[src/rtl/demux1to8_deser.sv]
// Serial-to-parallel 1:8 demultiplexer with valid/ready on both sides and a one-word holding register.
// Optional even-parity bit per word when DEMUX_PARITY_EN is defined.
module demux1to8_deser #(
   parameter int MSB_FIRST = 0
) (
   input  logic       clk,
   input  logic       rst,
   input  logic       din,
   input  logic       din_valid,
   output logic       din_ready,
   output logic [7:0] out_data,
   output logic       out_valid,
   input  logic       out_ready,
   output logic       out_perr,
   output logic [2:0] bit_cnt
);

`ifdef DEMUX_PARITY_EN
   typedef enum logic [1:0] {COLLECT, FULL, PARITY} state_t;
`else
   typedef enum logic [0:0] {COLLECT, FULL} state_t;
`endif

   state_t     state_reg;
   logic [7:0] asm_reg;
   logic [7:0] asm_next;
   logic [2:0] sel;
   logic       accept;
   logic       slot_free;

   // FULL is the only state that refuses input, so din_ready never sees out_ready.
   assign din_ready = (state_reg != FULL);
   assign accept    = din_valid && din_ready;
   assign slot_free = !out_valid || out_ready;
   assign sel       = (MSB_FIRST != 0) ? (3'd7 - bit_cnt) : bit_cnt;

   always_comb begin
      asm_next = asm_reg;
      if (accept && (state_reg == COLLECT)) begin
         asm_next[sel] = din;
      end
   end

`ifdef DEMUX_PARITY_EN
   logic perr_reg;
   logic pend_perr_reg;
   logic perr_calc;

   assign perr_calc = (^asm_reg) ^ din;
   assign out_perr  = perr_reg;
`else
   assign out_perr = 1'b0;
`endif

   always_ff @(posedge clk) begin
      if (rst) begin
         state_reg <= COLLECT;
         asm_reg   <= 8'h00;
         out_data  <= 8'h00;
         out_valid <= 1'b0;
         bit_cnt   <= 3'd0;
`ifdef DEMUX_PARITY_EN
         perr_reg      <= 1'b0;
         pend_perr_reg <= 1'b0;
`endif
      end else begin
         // A take empties the holding register unless a new word lands below.
         if (out_valid && out_ready) begin
            out_valid <= 1'b0;
         end
         case (state_reg)
            COLLECT: begin
               if (accept) begin
                  asm_reg <= asm_next;
                  bit_cnt <= bit_cnt + 3'd1;
                  if (bit_cnt == 3'd7) begin
`ifdef DEMUX_PARITY_EN
                     state_reg <= PARITY;
`else
                     if (slot_free) begin
                        out_data  <= asm_next;
                        out_valid <= 1'b1;
                     end else begin
                        state_reg <= FULL;
                     end
`endif
                  end
               end
            end
`ifdef DEMUX_PARITY_EN
            PARITY: begin
               if (accept) begin
                  if (slot_free) begin
                     out_data  <= asm_reg;
                     perr_reg  <= perr_calc;
                     out_valid <= 1'b1;
                     state_reg <= COLLECT;
                  end else begin
                     pend_perr_reg <= perr_calc;
                     state_reg     <= FULL;
                  end
               end
            end
`endif
            FULL: begin
               // out_valid is always high here, so out_ready alone means a take.
               if (out_ready) begin
                  out_data  <= asm_reg;
                  out_valid <= 1'b1;
                  bit_cnt   <= 3'd0;
                  state_reg <= COLLECT;
`ifdef DEMUX_PARITY_EN
                  perr_reg  <= pend_perr_reg;
`endif
               end
            end
            default: state_reg <= COLLECT;
         endcase
      end
   end

endmodule

[config.mk]
export PLATFORM = sky130hd
export DESIGN_NAME = demux1to8_deser
export DESIGN_NICKNAME = d
export VERILOG_FILES = /design/src/rtl/demux1to8_deser.sv
export SDC_FILE = /design/constraint.sdc
export NUM_CORES = 1
export LEC_CHECK = 0
export CAP_MARGIN = 20
export CORE_MARGIN = 5
export CORE_UTILIZATION = 49
export DETAILED_ROUTE_END_ITERATION = 10
export PLACE_DENSITY_LB_ADDON = 0.05
export SYNTH_ARGS = -nofsm -noshare
export SYNTH_HDL_FRONTEND = slang
export SYNTH_SLANG_ARGS = --single-unit
[constraint.sdc]
create_clock -name clk -period 1.95 [get_ports clk]
set_input_delay 0.39 -clock clk [delete_from_list [all_inputs] [get_ports clk]]
set_output_delay 0.39 -clock clk [all_outputs]
set_load 0.05 [all_outputs]
# Word-level counts from Yosys, hierarchy flattened

Cells that the tools add are included.

Bits in registers: 21
Bits of input ports: 5

Add/subtract/negate cells: 1
$lt $le $gt $ge: 2
Equal/unequal tests: 5
Muxes and demuxes: 23
Bitwise logic cells: 1
Reduce and logical (&&, ||, !) cells: 9

Operators with widths:

| cell                  | number |
|---|---|
| $mux W8               | 5 |
| $pmux W8 S2           | 1 |
| $mux W1               | 10 |
| $bwmux W8             | 1 |
| $mux W3               | 2 |
| $ne A2 B1 Y1 const B  | 3 |
| $pmux W3 S2           | 1 |
| $logic_and A1 B1 Y1   | 4 |
| $lt A3 B4 Y1 const B  | 1 |
| $pmux W1 S2           | 2 |
| $reduce_and A2 Y1     | 2 |
| $reduce_and A4 Y1     | 1 |
| $add A3 B1 Y3 const B | 1 |
| $demux W1 S3          | 1 |
| $eq A3 B3 Y1 const B  | 1 |
| $ge A3 B1 Y1 const B  | 1 |
| $ne A2 B2 Y1 const B  | 1 |
| $logic_not A1 Y1      | 1 |
| $logic_or A1 B1 Y1    | 1 |
| $not A1 Y1            | 1 |

# Logic depth before layout (Yosys ltp)

Gate-level depths: netlist (run 1).

Word-level depth: 10
Mapped depth: 7

# Worst setup path after synthesis (run 1)

No wires, ideal clock.

Path type: register to register
Start point: register bit_cnt[0]
End point: register out_data[0]
Library setup time: 0.091 ns
Arrival: 1.775 ns
Data required time: 1.859 ns
Setup slack: 0.084 ns
Stages on the path, launching flop included: 8
Buffers on the path: 2
Clock period less this slack: 1.866 ns
Path through: dfxtp_1 > ha_1 > ha_1 > a21o_1 > buf_6 > and2_4 > buf_6 > a311oi_1

Longest elaborated chain between the ends: 10
Elaborated cells between the ends (all ways): 14

RTL lines:

| element                                                            | line | text |
|---|---|---|
| start, declared                                                    | 15   | `output logic [2:0] bit_cnt` |
| start signal, assigned                                             | 75   | `bit_cnt <= bit_cnt + 3'd1;` |
| $lt A3 B4 Y1 (not written as such) or $ge A3 B1 Y1 (tied branches) | 40   | `asm_next[sel] = din;` |
| $logic_and A1 B1 Y1 (not written as such)                          | 40   |  |
| $mux W1 (not written as such)                                      | 40   |  |
| $demux W1 S3                                                       | 40   |  |
| $bwmux W8                                                          | 40   |  |
| $mux W8                                                            | 39   | `if (accept && (state_reg == COLLECT)) begin` |
| $mux W8                                                            | 80   | `if (slot_free) begin` |
| $mux W8                                                            | 76   | `if (bit_cnt == 3'd7) begin` |
| $mux W8                                                            | 73   | `if (accept) begin` |
| $pmux W8 S2                                                        | 71   | `case (state_reg)` |
| end signal, assigned                                               | 81   | `out_data <= asm_next;` |
| end signal, assigned                                               | 108  | `out_data <= asm_reg;` |
| end, declared                                                      | 11   | `output logic [7:0] out_data,` |

Parallel ways exist; a longest one is shown, timed or not. The select of a mux whose other input is x is not followed.
A chain may end at the register's enable or synchronous reset.

# Final worst setup path (run 1)

Start point: register state_reg
End point: output port din_ready

Longest elaborated chain between the ends: 1

RTL lines:

| element                     | line | text |
|---|---|---|
| start, declared             | 24   | `state_t state_reg;` |
| start signal, assigned      | 57   | `state_reg <= COLLECT;` |
| start signal, assigned      | 84   | `state_reg <= FULL;` |
| start signal, assigned      | 111  | `state_reg <= COLLECT;` |
| $not A1 Y1 (no source line) | -    |  |
| end, declared               | 10   | `output logic din_ready,` |

No other way between the ends.

==> results.md, run 1 <==
Synthesis:
- Of the total synthesized cell area, the portion taken by XOR and XNOR cells is 0.
- The number of nets produced by synthesis is 108.
- Of the total synthesized cell area, the portion taken by AND, OR, NAND and NOR gates is 0.165.
- The number of enable flip-flop cells after synthesis is 0.
- Counting distinct cell types in the post-synthesis netlist gives 28.
- Counting flops and latches in the post-synthesis netlist gives 21.
- Synthesis handed over a netlist of 101 instances.
- For this run, the register share of the synthesized area comes to 0.455.
- Measured against the total synthesized area, the mux share comes to 0.0108.
- After synthesis, the largest family of logic cells by area is compound AO/OA/AOI/OAI gates.
- The post-synthesis compound-gate area fraction is 0.267.
- In the synthesized netlist the dominant register cell turns out to be sky130_fd_sc_hd__dfxtp_1.
- The cell area after synthesis is 923 µm².
- The Yosys warning count is 0.
- The share of synthesized cell area in full adder, half adder and majority cells is 0.0271.
- The async set-or-reset flop fraction in the synthesized netlist is 0.
- The post-synthesis area per instance is 9.14 µm².

Drt:
- For this block, the routed nets add up to 1970 µm of wire.
- For this block, wires on met1 add up to 932 µm.
- The routed length on met3 is 81 µm.
- Dividing the detail-routed wire length by the instance count gives 13.8 µm.
- In this run, the number of DRC markers left after iteration 0 of detailed routing was 16.
- Summing over every cut layer, the via total after detailed routing is 800.
- Once detail routing completed, the nets flagged for antenna violations numbered 0.
- The mean number of vias per cell is 5.59.
- The uppermost layer routed is met4.
- The pre-antenna-repair detailed-routing pass consisted of 4 iterations.
- The number of DRC violations after detailed routing is 0.
- The routed design uses 913 µm of met2 wire.

Timing:
- The time the worst path needs with I/O delays and setup is 1.89 ns.
- The final worst-path setup slack is 0.0564 ns.
- The number of setup violations in the final report is 0.
- The count of endpoints failing hold in the final timing report came to 0.
- The count of pins over their slew limit is 0.
- Setup repair after global routing left no endpoint under its margin.
- In the finished design, the share of the clock period the worst path needs comes to 0.971.
- The relative slew slack is 0.666.
- The final-layout worst hold slack is 0.492 ns.
- The clock tree skew after final layout is 0.00115 ns.
- Summed over all failing endpoints, the final setup total negative slack is 0 ns.
- The transition time at the pin with the least slew margin is 0.500 ns.
- For this run, the top clock speed supported by timing is 528 MHz.

Critical path:
- STA classifies the critical path startpoint as a register.
- Data arrives at the worst endpoint at 1.50 ns.
- At the worst endpoint, the required time is 1.56 ns.
- The critical path start-end classification is register to output pin.
- STA classifies the critical path endpoint as an output pin.
- The worst-case reg-to-reg path depth is 5.
- The maximum fanout encountered on the critical timing path is 2.

Cells and area:
- The count of placed standard cells in the final layout, fillers left out is 143.
- The share of the core filled with cells in the final layout is 0.634.
- The fraction of layout instances using a drive strength above 1 is 0.144.
- For this run, the post-layout net count is 126.
- Leaving out fill and tap cells, the most frequent cells in the layout are 21 x sky130_fd_sc_hd__dfxtp_1, 17 x sky130_fd_sc_hd__a21oi_1, 13 x sky130_fd_sc_hd__clkdlybuf4s50_1.
- The final design instance area without fill is 1120 µm².
- The number of diodes is 0.
- The relative area change from synthesis to final layout is 21.1%.
- The library cell used most frequently in the layout, excluding fill and tap cells, is sky130_fd_sc_hd__dfxtp_1.

CTS:
- The clock network latency to the later pin of the worst-skew pair is 0.31 ns.
- The H-tree depth is 1.
- The maximum clock path buffer count is 2.
- The post-CTS repair timing setup buffer count is 0.
- The CTS tree is yes.
- The root buffer cell chosen for the clock tree is sky130_fd_sc_hd__clkbuf_4.
- The number of clock buffers inserted by TritonCTS is 3.
- The post-cts sizing count is 0.
- The count of hold buffers inserted by post-cts repair is 0.
- Clock tree synthesis found a total of 21 sinks.
- After clock tree synthesis, the clock-pin slew on the worst setup and hold paths is 0.12 ns.

Global routing:
- The global-route wire length before repair is 3420 µm.
- The overflow left after global routing is 0.
- In the global route stage, overall resource usage came out at 0.165.
- The number of antenna violations at the first check in global routing was 0.
- The via count of the first global-routing pass is 784.
- The maximum number of pins on one net before global-route repair is 22.

Placed design:
- The placed instances occupy a cell area of 1090 µm².
- Timing analysis after detailed placement gives a worst setup slack of 0.0412 ns.
- In this run, placement finished with an instance count of 139.
- The port buffer count is 17.
- The final estimated routing congestion in global placement is 0.796.
- The estimated wirelength of the detail-placed design is 1360 µm.

Die:
- The placeable core area is 1760 µm².
- The die boundary width is 53.4 µm.
- The height of the die is 53.4 µm.
- In this run the core area contains 15 standard-cell rows.
- The die outline area is 2850 µm².
- The initial utilization of the core area, before any placement, comes to 0.523.
- 19 I/O pins were placed.

Job:
- Across the run, the number of max-cap violations was 0.

Outcome:
- The run finished with clean final reports.

Power:
- For this design the ratio of total power to cell area is 653 nW/µm².
- The maximum vdd drop is 0.428 mV.
- The analysis attributes to cell leakage a power of 0.393 nW.
- The power consumption is 0.730 mW.

Worst hold path:
- The class of the tightest hold or removal check is register to register.
- The number of cells on the worst hold path is 2.
==> critical path, stage by stage (launching register included) <==
cell                              delay (ns)
sky130_fd_sc_hd__dfxtp_1                0.33
sky130_fd_sc_hd__inv_1                  0.07
sky130_fd_sc_hd__clkdlybuf4s50_1        0.80
==> logic make-up after synthesis <==
logic type / count (synthesis)
buffers and inverters: 10
flip-flops: 21
AND/OR/NAND/NOR: 27
AO/OA/AOI/OAI: 39
adder cells (fa/ha/maj): 2
multiplexers: 1
other: 1
==> synth_stat cells (3+ instances only) <==
library cell	count	area, µm²
sky130_fd_sc_hd__a311oi_1	8	70.1
sky130_fd_sc_hd__buf_6	3	33.8
sky130_fd_sc_hd__nand3_1	3	15.0
sky130_fd_sc_hd__clkbuf_1	4	15.0
sky130_fd_sc_hd__nor2_1	3	11.3
sky130_fd_sc_hd__nor2b_1	3	18.8
sky130_fd_sc_hd__nand2b_1	3	18.8
sky130_fd_sc_hd__a21oi_1	17	85.1
sky130_fd_sc_hd__nand2_1	9	33.8
sky130_fd_sc_hd__o21ai_0	6	30.0
sky130_fd_sc_hd__dfxtp_1	21	420
==> power by group <==
group          leakage, nW  total [mW]  internal (mW)  switching, mW
Combinational        0.206      0.0768         0.0293         0.0475
Sequential           0.170       0.439          0.435        0.00396
Clock               0.0177       0.214         0.0766          0.138
Total                0.393       0.730          0.541          0.189
==> layout make-up <==
cell class              instances  area, µm²
repair buffers                 22        198
clock buffers                   3       22.5
well taps                      25       31.3
clock inverters                 1       5.00
inverters                       1       3.75
flip-flops and latches         21        420
fillers                       169        646
multi-input cells              70        438
==> worst paths after layout <==
| path | slack [ns] | startpoint | endpoint |
|---|---|---|---|
| max | 0.06 | state_reg | din_ready |
| min | 0.49 | asm_reg[0] | asm_reg[0] |
| max reg2reg | 0.27 | bit_cnt[0] | out_data[5] |
| min reg2reg | 0.49 | asm_reg[0] | asm_reg[0] |
==> layer usage <==
layer  track usage  up-vias
met2         0.269       17
met4        0.0766        0
met5             0        -
met1         0.209      377
met3        0.0254        4
li1              -      402
No activity file was read; power rests on OpenSTA's default activity.
==> inputs of run 2 (changes only) <==
==> constraint.sdc (replaced) <==
create_clock -name clk -period 1.95 [get_ports clk]
set_input_delay 0.39 -clock clk [delete_from_list [all_inputs] [get_ports clk]]
set_output_delay 0.39 -clock clk [all_outputs]
set_load 0.02 [all_outputs]
==> run 2 against run 1 <==
  * Worst hold slack improved by 0.0069 ns
  * Maximum frequency grew 4.1%
  * Design area shrank 0.34%
  * Via count down 0.25%
  * Power is 2.2% lower
  * Global-route usage is 0.36 points higher
  * Largest cell class unchanged
==> results.md, run 2 (synthesis gave the netlist of run 1 again) <==
Outcome:
- The flow ran to the end, and the final reports show no timing, DRC or antenna violations.

Die:
- From bottom edge to top edge, the die measures 53.4 µm.
- 19 I/O pins were placed.
- The die boundary width is 53.4 µm.
- The number of rows created at floorplan is 15.
- The die covers 2850 µm².
- For this configuration, the core starts out at a cell density of 0.523.
- The placeable core area is 1760 µm².

Drt:
- The mean number of vias per cell is 5.66.
- The average detailed-routed wire length per instance is 13.9 µm.
- The final route contains 798 vias.
- The count of routing violations after the opening detailed-route iteration is 13.
- For this run, design rule violations remaining after detail routing come to 0.
- The final wirelength is 1950 µm.
- The pre-antenna-repair detailed-routing pass consisted of 4 iterations.
- Once detail routing completed, the nets flagged for antenna violations numbered 0.

Worst hold path:
- In this run the worst hold path is classified as register to register.
- The startpoint identified for the worst hold timing path is asm_reg[0].

Timing:
- The count of pins over their slew limit came to 0.
- Setup violations remaining at the end of the flow were counted as 0.
- The count of endpoints failing hold in the final timing report is 0.
- The final period utilization is 0.933.
- The smallest clock period supported by the final layout is computed as 1.82 ns.
- The maximum clock frequency is 550 MHz.
- Setup repair after global routing left no endpoint under its margin.
- The clock arrives with 0.00131 ns of skew.
- The final-layout setup total negative slack is 0 ns.

Placed design:
- The wire-length estimate of the detail-placed layout is 1400 µm.
- Routability-driven placement finished with a final weighted congestion of 0.814.
- The port buffer count is 17.

Job:
- The total of max-cap violations is 0.

Power:
- The analysis attributes to cell leakage a power of 0.373 nW.
- For this design the ratio of total power to cell area is 641 nW/µm².
- The maximum vdd drop is 0.410 mV.

Cells and area:
- In the final layout, the share of cells above drive strength 1 is 0.103.
- The share of the core filled with cells in the final layout is 0.632.
- The library cells used most frequently in the layout, excluding fill and tap cells, are 19 x sky130_fd_sc_hd__dfxtp_1, 17 x sky130_fd_sc_hd__a21oi_1, 17 x sky130_fd_sc_hd__clkdlybuf4s50_1.
- The number of antenna diodes in the final layout is 0.
- The area growth from synthesis to layout is 20.7%.
- At the end of the flow, the number of nets in the layout was 124.
- The commonest non-fill, non-tap cell in the layout is sky130_fd_sc_hd__dfxtp_1.

CTS:
- The count of hold buffers inserted by post-cts repair is 0.
- The clock network latency to the later pin of the worst-skew pair is 0.30 ns.
- The post-CTS repair timing setup buffer count is 0.
- In this run the clock root is driven by a sky130_fd_sc_hd__clkbuf_4.
- The post-CTS clock slew at the launch and capture registers of the worst setup and hold paths is 0.11 ns.
- TritonCTS created 3 clock buffers.
- In this run the number of H-tree levels came out at 1.
- The count of clock tree sinks is 21.
- In this run the deepest clock path goes through 2 buffers.
- TritonCTS built the clock tree.

Critical path:
- In this run the critical register-to-register path is launched from bit_cnt[0].
- Traced cell by cell, the critical path runs through clkdlybuf4s50_1.
- STA classifies the critical path endpoint as an output pin.
- The critical path start-end classification is register to output pin.
- The worst setup path startpoint is bit_cnt[2].
- On the critical path, the stage with the largest delay is an instance of sky130_fd_sc_hd__clkdlybuf4s50_1.
- STA classifies the critical path startpoint as a register.
- The family with the most delay on the worst path is buffers and inverters.
- The largest single stage delay on the critical path is 0.65 ns.
- Of all nets on the critical path, the largest fanout is 13.
- The number of buffer and inverter stages on the critical path is 1.
- At the worst endpoint, the arrival time is 1.43 ns.
- The required time of the worst setup path is 1.56 ns.

Global routing:
- In the global route stage, overall resource usage came out at 0.168.
- The number of antenna violations at the first check in global routing is 0.
- The maximum number of pins on one net before global-route repair is 22.
- The global-route wire length before repair is 3540 µm.
- Global routing finished with a remaining overflow of 0.
- The via count of the first global-routing pass came to 802.
-- run 2: changes by cell type in the layout (fill, tap and decap cells not counted), sizes merged --
cell	delta
clkinv	-1
clkdlybuf4s50	+4
clkbuf	+1
buf	-6
-- run 2: repair_timing --
| action | CTS | global route |
|---|---|---|
| gates resized for setup | 1 | 1 |
| setup endpoints to repair | 1 | 1 |
| endpoints found under the hold margin | 0 | 0 |
-- run 2: path summary, 6_finish.rpt --
path                 endpoint  slack [ns]  cells after the start
setup / recovery   bit_cnt[2]        0.13                      1
hold / removal     asm_reg[0]        0.50                      2
setup reg to reg  out_data[4]        0.26                      5
hold reg to reg    asm_reg[0]        0.50                      2
-- run 2: report_power, final --
group          total (mW)  internal (mW)  switching (mW)
Combinational      0.0663         0.0301          0.0362
Sequential          0.440          0.435         0.00527
Clock               0.208         0.0797           0.128
Total               0.714          0.545           0.170
-- run 2: cell type report --
cell class	count	area, µm²
Clock buffer	4	26.3
Sequential cell	21	423
Multi-Input combinational cell	70	438
Fill cell	168	649
Tap cell	25	31.3
Inverter	1	3.75
Timing Repair Buffer	20	193
-- run 2: per-layer routing --
metal	up-vias	wire length, µm	GRT usage
met5	-	0	0
met2	20	923	0.273
met3	4	106	0.0282
met1	372	898	0.214
met4	0	24	0.0766
li1	402	-	-
-- run 2: per-stage QoR --
stage	std cells	worst slack (ns)	power (mW)	instance area, µm²	hold slack [ns]
2_1_floorplan	101	0.247	0.491	923	0.453
3_3_place_gp	137	0.0775	0.515	1090	0.465
3_5_place_dp	137	0.0266	0.516	1090	0.481
4_1_cts	141	0.0459	0.721	1110	0.497
5_1_grt	141	0.0610	0.751	1110	0.521
6_report	141	0.131	0.714	1110	0.499
==> inputs of run 3 (changes only) <==
--- a/config.mk
+++ b/config.mk
@@ -5,9 +5,10 @@
 export SDC_FILE = /design/constraint.sdc
 export NUM_CORES = 1
 export LEC_CHECK = 0
+export ABC_AREA = 1
 export CAP_MARGIN = 20
 export CORE_MARGIN = 5
-export CORE_UTILIZATION = 49
+export CORE_UTILIZATION = 51
 export DETAILED_ROUTE_END_ITERATION = 10
 export PLACE_DENSITY_LB_ADDON = 0.05
 export SYNTH_ARGS = -nofsm -noshare
==> run 3 against run 2 <==
  * Setup slack lost 0.020 ns
  * Sequential share of layout area shrank 6.0 points
  * Design area grew 18%
  * Die area grew 11%
  * Sequential cell count is the same
  * Clock skew grew 0.0012 ns
  * Final cell count grew 56%
  * Synthesized area grew 18%
  * Global-route usage shrank 1.4 points
  * Largest power group unchanged
  * Clock power is essentially flat
  * Critical path depth is the same
  * Clock-buffer cell count is the same
==> results.md, run 3 <==
Critical path:
- STA classifies the critical path endpoint as an output pin.
- Together, buffers and inverters on the worst path number 1.
- The setup slack on the worst flop-to-flop path is 0.40 ns.
- For the worst setup path, the data arrival time is 1.45 ns.
- On the critical path the largest part of the delay comes from buffers and inverters.
- The slowest cell on the critical path is sky130_fd_sc_hd__clkdlybuf4s50_1.
- The critical path is of the register to output pin type.
- STA puts the critical path data required time at 1.56 ns.
- STA classifies the critical path startpoint as a register.
- In this run the worst path has a maximum fanout of 7.
- The signal on the critical path passes through clkdlybuf4s50_1.
- The worst-case reg-to-reg path depth is 8.
- The beginning of the worst register-to-register path is bit_cnt[0].
- The largest single stage delay on the critical path is 0.66 ns.
- The critical register-to-register path endpoint is out_data[3].

Synthesis:
- Synthesis inferred 21 register bits.
- The sequential element share of the synthesized area is 0.384.
- The most used flip-flop cell after synthesis is sky130_fd_sc_hd__dfxtp_1.
- sky130_fd_sc_hd__nand2_1 is the most common cell in the netlist.
- Yosys attributes the largest share of cell area to sky130_fd_sc_hd__dfxtp_1 38%, sky130_fd_sc_hd__nand2_1 18%, sky130_fd_sc_hd__inv_1 10%.
- The number of nets produced by synthesis is 181.
- For this run, asynchronously set or reset flops after synthesis account for 0.
- Of the post-synthesis cell area, the dominant cell type holds 0.384.
- The dominant cell type by area after synthesis is sky130_fd_sc_hd__dfxtp_1.
- The synthesized design contains 0 enable-type register cells.
- By count the netlist is led by 52 x sky130_fd_sc_hd__nand2_1, 29 x sky130_fd_sc_hd__inv_1, 22 x sky130_fd_sc_hd__nor2_1.
- The cell count after synthesis came out at 174.
- Counting distinct cell types in the post-synthesis netlist gives 18.
- The cell area after synthesis is 1090 µm².
- The Yosys step of the flow raised 0 warnings.
- In this run the mean area of a mapped cell was 6.28 µm².

Timing:
- Between clock sinks in the finished design, the worst skew comes to 0.00253 ns.
- Setup repair after global routing left no endpoint under its margin.
- The time the worst path needs with I/O delays and setup is 1.84 ns.
- The final period utilization is 0.943.
- Setup violations remaining at the end of the flow were counted as 0.
- The count of endpoints failing hold in the final timing report came to 0.
- The final-layout setup total negative slack is 0 ns.
- The final worst-path setup slack is 0.111 ns.
- Derived from the worst setup path, the maximum achievable clock frequency is 544 MHz.
- The count of pins over their slew limit is 0.

Global routing:
- The first global-routing pass estimated 3940 µm of wire.
- The overall routing resource usage is 0.155.
- The via count of the first global-routing pass came to 908.
- The overflow left after global routing is 0.
- The number of antenna violations at the first check in global routing came to 0.
- Entering global routing, the biggest net connects 17 pins.

Placed design:
- During placement, the flow inserted port buffers numbering 17.
- The final estimated routing congestion in global placement is 0.814.
- The standard cell area after detailed placement is 1290 µm².
- The post-place setup slack is 0.203 ns.
- Summed over all nets, the half-perimeter wirelength after detailed placement is 1690 µm.

Cells and area:
- 0 antenna diodes ended up in the layout.
- The relative area change from synthesis to final layout is 20.3%.
- The layout has 188 filler cells.
- At the end of the flow, the number of nets in the layout was 201.
- The fraction of layout instances using a drive strength above 1 is 0.0518.
- The library cell used most frequently in the layout, excluding fill and tap cells, is sky130_fd_sc_hd__nand2_1.
- The library cells used most frequently in the layout, excluding fill and tap cells, are 52 x sky130_fd_sc_hd__nand2_1, 29 x sky130_fd_sc_hd__inv_1, 22 x sky130_fd_sc_hd__nor2_1.
- With fillers left out, the area of the finished cells amounts to 1320 µm².

Job:
- The total of max-cap violations is 0.

Outcome:
- The flow ran to the end, and the final reports show no timing, DRC or antenna violations.

Die:
- The boundary pin count is 19.
- The die outline area is 3170 µm².
- From bottom edge to top edge, the die measures 56.3 µm.
- The initial core utilization is 0.546.
- The die boundary width is 56.3 µm.
- The core region is 2000 µm².
- In this run the core area contains 16 standard-cell rows.

Worst hold path:
- The end of the worst hold path is out_data[6].
- The min-delay analysis places its worst path in the category register to register.
- The startpoint identified for the worst hold timing path is out_data[6].
- The worst hold path passes through 4 cells.

Drt:
- The routed layout has 1068 vias.
- Using the TritonRoute via totals, the vias-per-cell ratio works out to 4.85.
- The number of DRC violations after detailed routing is 0.
- The final layout contains routed wiring with a total length of 2290 µm.
- The count of antenna-violating nets left after detailed routing is 0.
- The number of search-and-repair iterations in the first detailed-routing pass is 4.
- In the final routed layout, each cell accounts on average for 10.4 µm.
- In this run, the number of DRC markers left after iteration 0 of detailed routing was 31.

Power:
- The static leakage is 0.661 nW.
- The completed layout was analyzed and its total power is 0.727 mW.
- The maximum vdd drop is 0.316 mV.
- The areal power density over the cells is 553 nW/µm².

CTS:
- For this design, the sink count on the clock tree is 21.
- Counting the buffers created by CTS gives 3.
- In this run the clock root is driven by a sky130_fd_sc_hd__clkbuf_4.
- The post-CTS clock slew at the launch and capture registers of the worst setup and hold paths is 0.11 ns.
- The post-cts sizing count is 0.
- The post-CTS repair timing setup buffer count is 0.
- The H-tree depth is 1.
- Clock latency on the worst-skew pair, taken at its later pin, is 0.30 ns.
- The maximum clock path buffer count is 2.
- Buffers inserted to repair hold after CTS numbered 0.
- TritonCTS built the clock tree.
==> run 3: cell type report <==
type                    instances  area, µm²  area share
inverters                      30        113      0.0856
flip-flops and latches         21        420       0.320
well taps                      27       33.8      0.0257
multi-input cells             118        529       0.402
clock buffers                   4       26.3      0.0200
repair buffers                 20        193       0.147
==> run 3: power breakdown <==
group / internal, mW / switching (mW) / total (mW) / leakage, nW
clock network: 0.0797 / 0.127 / 0.206 / 0.0150
registers: 0.436 / 0.00843 / 0.445 / 0.170
logic: 0.0288 / 0.0469 / 0.0757 / 0.476
total: 0.545 / 0.182 / 0.727 / 0.661
==> run 3: through the flow <==
step / instances / utilization / hold WS (ns)
finish: 220 / 0.657 / 0.522
global route: 220 / 0.657 / 0.553
CTS: 220 / 0.657 / 0.527
detailed placement: 216 / 0.644 / 0.509
global placement: 216 / 0.644 / 0.502
floorplan: 174 / - / 0.459
==> run 3: how the worst max path moves through the flow <==
stage,start,slack (ns),end,cells past startpoint
5_1_grt,bit_cnt[1],0.04,bit_cnt[1],1
3_3_place_gp,din_valid,0.24,out_data[6],7
4_1_cts,bit_cnt[0],0.11,bit_cnt[0],1
6_report,bit_cnt[0],0.11,bit_cnt[0],1
2_1_floorplan,bit_cnt[1],0.42,out_data[0],8
3_5_place_dp,din_valid,0.20,out_data[6],7
==> run 3: logic make-up after synthesis <==
logic type,synth area share
AO/OA/AOI/OAI,0.0938
AND/OR/NAND/NOR,0.364
adder cells (fa/ha/maj),0.0229
other,0.00343
buffers and inverters,0.132
flip-flops,0.384
==> run 3: routing by layer <==
layer | vias to the layer above | track usage | routed length, µm
met5 | - | 0 | 0
met3 | 5 | 0.0206 | 73
met2 | 18 | 0.255 | 1090
li1 | 573 | - | -
met4 | 0 | 0.0610 | 31
met1 | 472 | 0.203 | 1080
